`src/rtl/hex_display_scanner.sv`:
```
// Multi-digit hex display driver. It outputs static per-digit 7-seg codes and a guarded
// time-multiplexed seg/anode scan. Values come from shadow registers captured on Load.
module hex_display_scanner #(
  parameter int NUM_DIGITS  = 4,
  parameter int SCAN_DIV    = 1024,
  parameter int GUARD       = 2,
  parameter int SEG_ACT_LOW = 1,
  parameter int AN_ACT_LOW  = 1,
  localparam int IDX_W = (NUM_DIGITS > 1) ? $clog2(NUM_DIGITS) : 1
) (
  input  logic                    Clk,
  input  logic                    Reset_n,
  input  logic [4*NUM_DIGITS-1:0] Value,
  input  logic [NUM_DIGITS-1:0]   Dp_In,
  input  logic                    Load,
  input  logic                    Lz_En,
  output logic [7*NUM_DIGITS-1:0] Hex_Out,
  output logic [6:0]              Seg,
  output logic                    Dp,
  output logic [NUM_DIGITS-1:0]   Anode,
  output logic [IDX_W-1:0]        Digit_Idx
);

  localparam int CNT_W = $clog2(SCAN_DIV);
  localparam logic [6:0] SEG_OFF = (SEG_ACT_LOW != 0) ? 7'h7F : 7'h00;
  localparam logic DP_OFF = (SEG_ACT_LOW != 0);
  localparam logic [NUM_DIGITS-1:0] AN_OFF = (AN_ACT_LOW != 0) ? '1 : '0;

  function automatic logic [6:0] hex_to_seg(input logic [3:0] nib);
    logic [6:0] lo;
    case (nib)
      4'h0: lo = 7'h40;  4'h1: lo = 7'h79;  4'h2: lo = 7'h24;  4'h3: lo = 7'h30;
      4'h4: lo = 7'h19;  4'h5: lo = 7'h12;  4'h6: lo = 7'h02;  4'h7: lo = 7'h78;
      4'h8: lo = 7'h00;  4'h9: lo = 7'h10;  4'hA: lo = 7'h08;  4'hB: lo = 7'h03;
      4'hC: lo = 7'h46;  4'hD: lo = 7'h21;  4'hE: lo = 7'h06;  default: lo = 7'h0E;
    endcase
    return (SEG_ACT_LOW != 0) ? lo : ~lo;
  endfunction

  logic [4*NUM_DIGITS-1:0] val_q;
  logic [NUM_DIGITS-1:0]   dp_q;
  logic [CNT_W-1:0]        cnt_q, cnt_d;
  logic [IDX_W-1:0]        idx_q, idx_d;
  logic [7*NUM_DIGITS-1:0] hex_q, hex_d;
  logic [6:0]              seg_q;
  logic                    dp_out_q;
  logic [NUM_DIGITS-1:0]   an_q, an_d;
  logic                    upper_zero;

  // Scan from the top digit downward so "this digit and everything above is zero" is a running AND
  always_comb begin
    hex_d      = '0;
    upper_zero = 1'b1;
    for (int k = NUM_DIGITS - 1; k >= 0; k--) begin
      upper_zero = upper_zero & (val_q[4*k +: 4] == 4'h0);
      if (Lz_En && (k > 0) && upper_zero)
        hex_d[7*k +: 7] = SEG_OFF;
      else
        hex_d[7*k +: 7] = hex_to_seg(val_q[4*k +: 4]);
    end
  end

  // Anode is derived from the next counter state so it lines up with the registered counter
  always_comb begin
    cnt_d = cnt_q + 1'b1;
    idx_d = idx_q;
    if (cnt_q == CNT_W'(SCAN_DIV - 1)) begin
      cnt_d = '0;
      idx_d = (idx_q == IDX_W'(NUM_DIGITS - 1)) ? '0 : idx_q + 1'b1;
    end
    if (int'(cnt_d) < GUARD)
      an_d = AN_OFF;
    else
      an_d = (NUM_DIGITS'(1) << idx_d) ^ AN_OFF;
  end

  always_ff @(posedge Clk or negedge Reset_n) begin
    if (!Reset_n) begin
      val_q    <= '0;
      dp_q     <= '0;
      cnt_q    <= '0;
      idx_q    <= '0;
      hex_q    <= {NUM_DIGITS{SEG_OFF}};
      seg_q    <= SEG_OFF;
      dp_out_q <= DP_OFF;
      an_q     <= AN_OFF;
    end else begin
      if (Load) begin
        val_q <= Value;
        dp_q  <= Dp_In;
      end
      cnt_q    <= cnt_d;
      idx_q    <= idx_d;
      hex_q    <= hex_d;
      seg_q    <= hex_d[7*int'(idx_q) +: 7];
      dp_out_q <= dp_q[idx_q] ^ DP_OFF;
      an_q     <= an_d;
    end
  end

  assign Hex_Out   = hex_q;
  assign Seg       = seg_q;
  assign Dp        = dp_out_q;
  assign Anode     = an_q;
  assign Digit_Idx = idx_q;

endmodule

```
`config.mk`:
```
export PLATFORM = sky130hd
export DESIGN_NAME = hex_display_scanner
export DESIGN_NICKNAME = d
export VERILOG_FILES = /design/src/rtl/hex_display_scanner.sv
export SDC_FILE = /design/constraint.sdc
export NUM_CORES = 1
export LEC_CHECK = 0
export BUFFER_PORTS_ARGS = -buffer_cell sky130_fd_sc_hd__buf_2
export CAP_MARGIN = 20
export CORE_ASPECT_RATIO = 1.2
export CORE_MARGIN = 3
export CORE_UTILIZATION = 47
export DETAILED_ROUTE_END_ITERATION = 6
export GPL_TIMING_DRIVEN = 0
export HOLD_SLACK_MARGIN = 0.08
export PLACE_DENSITY = 0.69
export SKIP_CTS_REPAIR_TIMING = 1
export SYNTH_ARGS = -nofsm -noshare
export SYNTH_HDL_FRONTEND = slang
export SYNTH_SLANG_ARGS = --single-unit
export TNS_END_PERCENT = 1
```
`constraint.sdc`:
```
create_clock -name Clk -period 2.25 [get_ports Clk]
set_input_delay 0.225 -clock Clk [delete_from_list [all_inputs] [get_ports Clk]]
set_output_delay 0.225 -clock Clk [all_outputs]
set_load 0.02 [all_outputs]
```
-- Word level (Yosys, flattened, before mapping)
Memory sizes are Yosys's and may differ from the RTL's.
Cells that the tools add are included.
- $add $sub $neg: 2
- multipliers: 1
- magnitude comparators: 2
- equality and inequality tests: 2
- shift-type cells: 2
- muxes and demuxes: 9
- bitwise operators: 4
- reductions and logical operators: 6
- operators with widths (cell ; count):
    indexed part select 28 x 6 -> 7 bit ; 1
    2-to-1 mux 7 bit ; 3
    zero test 4 bit ; 3
    adder 10 x 1 -> 10 bit, second input constant ; 1
    equality test 10 bit, second input constant ; 1
    < comparator 10 x 2 -> 1 bit, second input constant ; 1
    2-to-1 mux 10 bit ; 1
    multiplier 3 x 2 -> 5 bit, first input constant ; 1
    2-to-1 mux 2 bit ; 2
    2-to-1 mux 4 bit ; 1
    NOT 4 bit ; 1
    << shifter 1 x 2 -> 4 bit, first input constant ; 1
    logical AND 1 bit ; 3
    < comparator 2 x 3 -> 1 bit, second input constant ; 1
    adder 2 x 1 -> 2 bit, second input constant ; 1
    AND 1 bit ; 2
    binary-select mux 1 bit (select 2 bit) ; 1
    equality test 2 bit, second input constant ; 1
    2-to-1 mux 1 bit ; 1
    NOT 1 bit ; 1
- register bits after elaboration: 72
- memory bits (read-only): 448
- output and inout port bits: 42
- logic and storage cells: 40
- memories kept: 4
- memories (name ; depth ; width ; rd ports ; clocked after Yosys merged registers in ; write ports ; RTL line ; RTL):
    (name not given) ; 16 ; 7 ; 1 ; 0 ; 0 ; 31 ; case (nib)
    (name not given) ; 16 ; 7 ; 1 ; 0 ; 0 ; 31 ;
    (name not given) ; 16 ; 7 ; 1 ; 0 ; 0 ; 31 ;
    (name not given) ; 16 ; 7 ; 1 ; 0 ; 0 ; 31 ;

-- Logic depth before layout (Yosys ltp)
- word-level depth: 6
- gate-level depth with buffers: 7
- mapped depth without buffers: 7

-- Worst setup path after synthesis
OpenSTA, ideal clock, no wires.
- path type: flip-flop to flip-flop
- from: register cnt_q[0]
- to: register an_q[0], in the netlist Anode[0]
- library setup time: 0.059 ns
- arrival: 1.843 ns
- required time: 2.191 ns
- slack: 0.348 ns
- stages on the path, launching flop included: 8
- buffers on the path: 1
- clock period less this slack: 1.902 ns
- cells stage by stage: dfrtp_1 ha_1 buf_2 nand2_1 a2111oi_2 a21oi_1 or4_4 or3b_1
- cells in the longest elaborated chain, start to end: 5
- elaborated cells on any way between the ends: 8
- classes of those cells: add/sub (1); order compare (1); eq/ne (1); shift (1); mux (3); bitwise (1)
- RTL lines (element ; RTL line ; RTL):
    start: declaration ; 42 ; logic [CNT_W-1:0] cnt_q, cnt_d;
    start signal: assignment ; 92 ; cnt_q <= cnt_d;
    branches (longest 4 deep; another with adder 10 x 1 -> 10 bit) ; - ;
    2-to-1 mux 4 bit * ; 71 ; if (int'(cnt_d) < GUARD)
    via an_d[0] ; 47 ; logic [NUM_DIGITS-1:0] an_q, an_d;
    end signal: assignment ; 97 ; an_q <= an_d;
    end: declaration ; 47 ;
Mark *: on every way through the listed nets, which the timed path passes.
A chain may end at the register's enable or synchronous reset.

-- Final worst setup path
- from: register cnt_q[1]
- to: register an_q[0], in the netlist Anode[0]
- cells in the longest elaborated chain, start to end: 5
- elaborated cells on any way between the ends: 8
- classes of those cells: add/sub (1); order compare (1); eq/ne (1); shift (1); mux (3); bitwise (1)
- RTL lines (element ; RTL line ; RTL):
    equality test 10 bit ; 67 ; if (cnt_q == CNT_W'(SCAN_DIV - 1)) begin
    2-to-1 mux 2 bit ; 67 ;
    via idx_d[1] ; 43 ; logic [IDX_W-1:0] idx_q, idx_d;
    << shifter 1 x 2 -> 4 bit ; 74 ; an_d = (NUM_DIGITS'(1) << idx_d) ^ AN_OFF;
    NOT 4 bit (no source line) ; - ;
    2-to-1 mux 4 bit ; 71 ;
    via an_d[0] ; 47 ;
The timed path passes the listed nets, and every way through them passes these cells.

==> results.yml <==
sta:
  fin_ws_ns: 0.1247
  whs_ns: 0.09426
  slew_headroom_pct: 41.04
  maxSlewViolCount: 0
  skew_ns: 0.01347
  min_period_over_period_pct: 94.46
  fmax_ghz: 0.4705
  setup_viol: 0
  finalHoldViolCount: 0
  worst_slew_pin_slew_ns: 0.8845
  fin_setup_tns_ns: 0
  post-route-min-period_ns: 2.125
  rsz0062_at_grt: "no"
grt:
  grt_pass1_vias: 2682
  overflow: 0
  grt_max_degree: 73
  grt_usage_pct: 18.19
  grt_pass1_wl_um: 13070
  antenna_found_initial: 0
floorplan:
  fp.dieArea_um2: 9261
  fp-row-count: 35
  die_h_um: 104.8
  fp.coreArea_um2: 7795
  die_w_um: 88.35
  start_util_pct: 49.07
  ioPinCount: 66
critical_path:
  crit_chain: "ha_1, buf_2, nand2_1, nor2_2, mux2_2, or3b_1"
  slowest_delay_ns: 0.43
  cp_slowest_cell: "dfrtp_1"
  crit_arrival_ns: 2.38
  crit_fanout: 9
  cp-end-kind: "flop"
  crit_required_ns: 2.51
  criticalPathCategory: "reg -> reg"
  r2r_slack_ns: 0.12
  crit_path_start_kind: "flop"
place:
  dpl_cell_area_um2: 4263
  dp_cells: 498
  hpwl_um: 6027
  io_buffers: 64
  dp_slack_ns: 0.06108
  gp_routability_congestion: 0.9363
cells_and_area:
  fin_cells: 516
  area_delta_synth_final_pct: 16.94
  diodes: 0
  design_area_um2: 4473
  fillCellCount: 692
  utilization_pct: 57.38
  nets: 467
  seq_area_um2: 1853
  drive_gt1_share_pct: 39.62
  multi_input_area_um2: 1799
logic_synthesis:
  yosysMostFrequentCell: "dfstp_2"
  synth_top_family_by_area: "simple AND/OR/NAND/NOR gates"
  yosysSeqAreaShare_pct: 48.41
  ys_top_cells_by_area: "dfstp_2, dfrtp_1, ha_1"
  syn_area_per_cell_um2: 11.18
  synth-simple-area-share_pct: 13.80
  ys.flop_type: "dfstp_2"
  synth_edf_count: 0
  synth_xor_area_share_pct: 1.603
  synth_nets: 390
  syn_area_um2: 3825
  yosysTopAreaCell: "dfstp_2"
  synth-compound-area-share_pct: 11.94
  ys_ff_latch: 72
  syn_inst: 342
  synth.top_cells.by_count: "dfstp_2, nand2_1, dfrtp_1"
  yosysWarnings: 0
  ys_types: 60
  synth_top_area_share_pct: 27.48
  muxShareOfSynthArea_pct: 11.84
  synthAdderAreaFrac_pct: 7.851
  synthArstFlopShare_pct: 100.0
routing:
  antenna_left: 0
  drc_errors: 0
  firstDrtPassIters: 4
  routedWlPerCell_um: 15.59
  vias_per_cell: 5.440
  drt_iter0_markers: 186
  totalWireLength_um: 8047
  num_vias: 2807
clock_network:
  clkLatencyLatePin_ns: 0.35
  cts_buffers: 9
  tritoncts: "yes"
  htreeDepth: 3
  clockBufferDepth: 2
  cts.sinks: 72
  cts_root_buffer: "clkbuf_8"
  clkTransAtPathRegs_ns: 0.08
power_and_ir_drop:
  irDropWorstVdd_mv: 0.2846
  p_per_area_nw_per_um2: 732.8
  fin_total_pwr_mw: 3.278
  leakagePower_nw: 2.017
run:
  maxCapViolCount: 0
outcome:
  status: "finished clean"
min_path:
  min_path_type: "in -> reg"
==> area by class of cell <==
class / count / area share (%)
Tap cell: 92 / 2.573
Inverter: 15 / 1.259
Multi-Input combinational cell: 232 / 40.22
Timing Repair Buffer: 66 / 7.608
Sequential cell: 72 / 41.43
Clock inverter: 3 / 0.9510
Clock buffer: 13 / 3.329
Buffer: 23 / 2.629
==> metal layers <==
metal / track usage (%) / part of all wire [%] / vias to the layer above
met3: 3.943 / 4.2 / 14
met2: 29.09 / 50 / 73
met1: 24.24 / 44 / 1362
met5: 0 / 0 / -
met4: 6.263 / 2.2 / 0
li1: - / - / 1358
==> cell usage in the layout, fill, tap and decap left out, types with 3 or more instances in the layout <==
cell type / instances
buf_4: 6
o21ai_0: 23
xnor2_1: 3
and2_1: 3
ha_1: 24
inv_1: 15
xor2_1: 4
mux2i_1: 7
nand3_1: 10
clkbuf_1: 13
nor2b_1: 5
buf_2: 70
nor2_1: 22
a21oi_1: 11
nand2_1: 34
nand2b_1: 3
o211ai_1: 11
dfrtp_1: 31
dfstp_2: 40
clkbuf_8: 10
o31ai_1: 3
mux4_2: 8
mux2_2: 18
==> cell families (layout without fill, tap and decap cells) <==
family | Yosys count | after routing
AOI/OAI and AO/OA | 69 | 69
xor gates and xnor gates | 7 | 7
adders and majority gates | 24 | 24
buffers and inverters | 38 | 120
DFF | 72 | 72
muxes | 33 | 33
and+or+nand+nor | 99 | 99
==> path summary, 6_finish.rpt <==
path / start / end / depth (start not counted)
setup / recovery: cnt_q[1] / Anode[0] / 6
hold / removal: Value[5] / val_q[5] / 3
setup reg to reg: cnt_q[1] / Anode[0] / 6
hold reg to reg: cnt_q[0] / cnt_q[0] / 1
max in group asynchronous: Reset_n / cnt_q[0] / 2
min in group asynchronous: Reset_n / dp_q[0] / 2
==> worst max-delay path, delay by kind of cell, from the launching register on <==
family	cells	cell delay, ns
DFF	1	0.43
buffers and inverters	1	0.20
adders and majority gates	1	0.17
muxes	1	0.42
and+or+nand+nor	3	0.82
==> where the power goes <==
part | internal, mW | switching [mW] | total [mW]
clock network | 0.542 | 0.457 | 1.00
registers | 1.50 | 0.0578 | 1.56
logic | 0.271 | 0.446 | 0.717
total | 2.32 | 0.961 | 3.28
==> flip-flops by register name, indices dropped and copies added, names as in the netlist <==
name	count
Digit_Idx	2
Seg	7
dp_q	4
Dp	1
val_q	16
Anode	4
cnt_q	10
Hex_Out	28
Note: power is estimated with default switching activity, not from simulation.
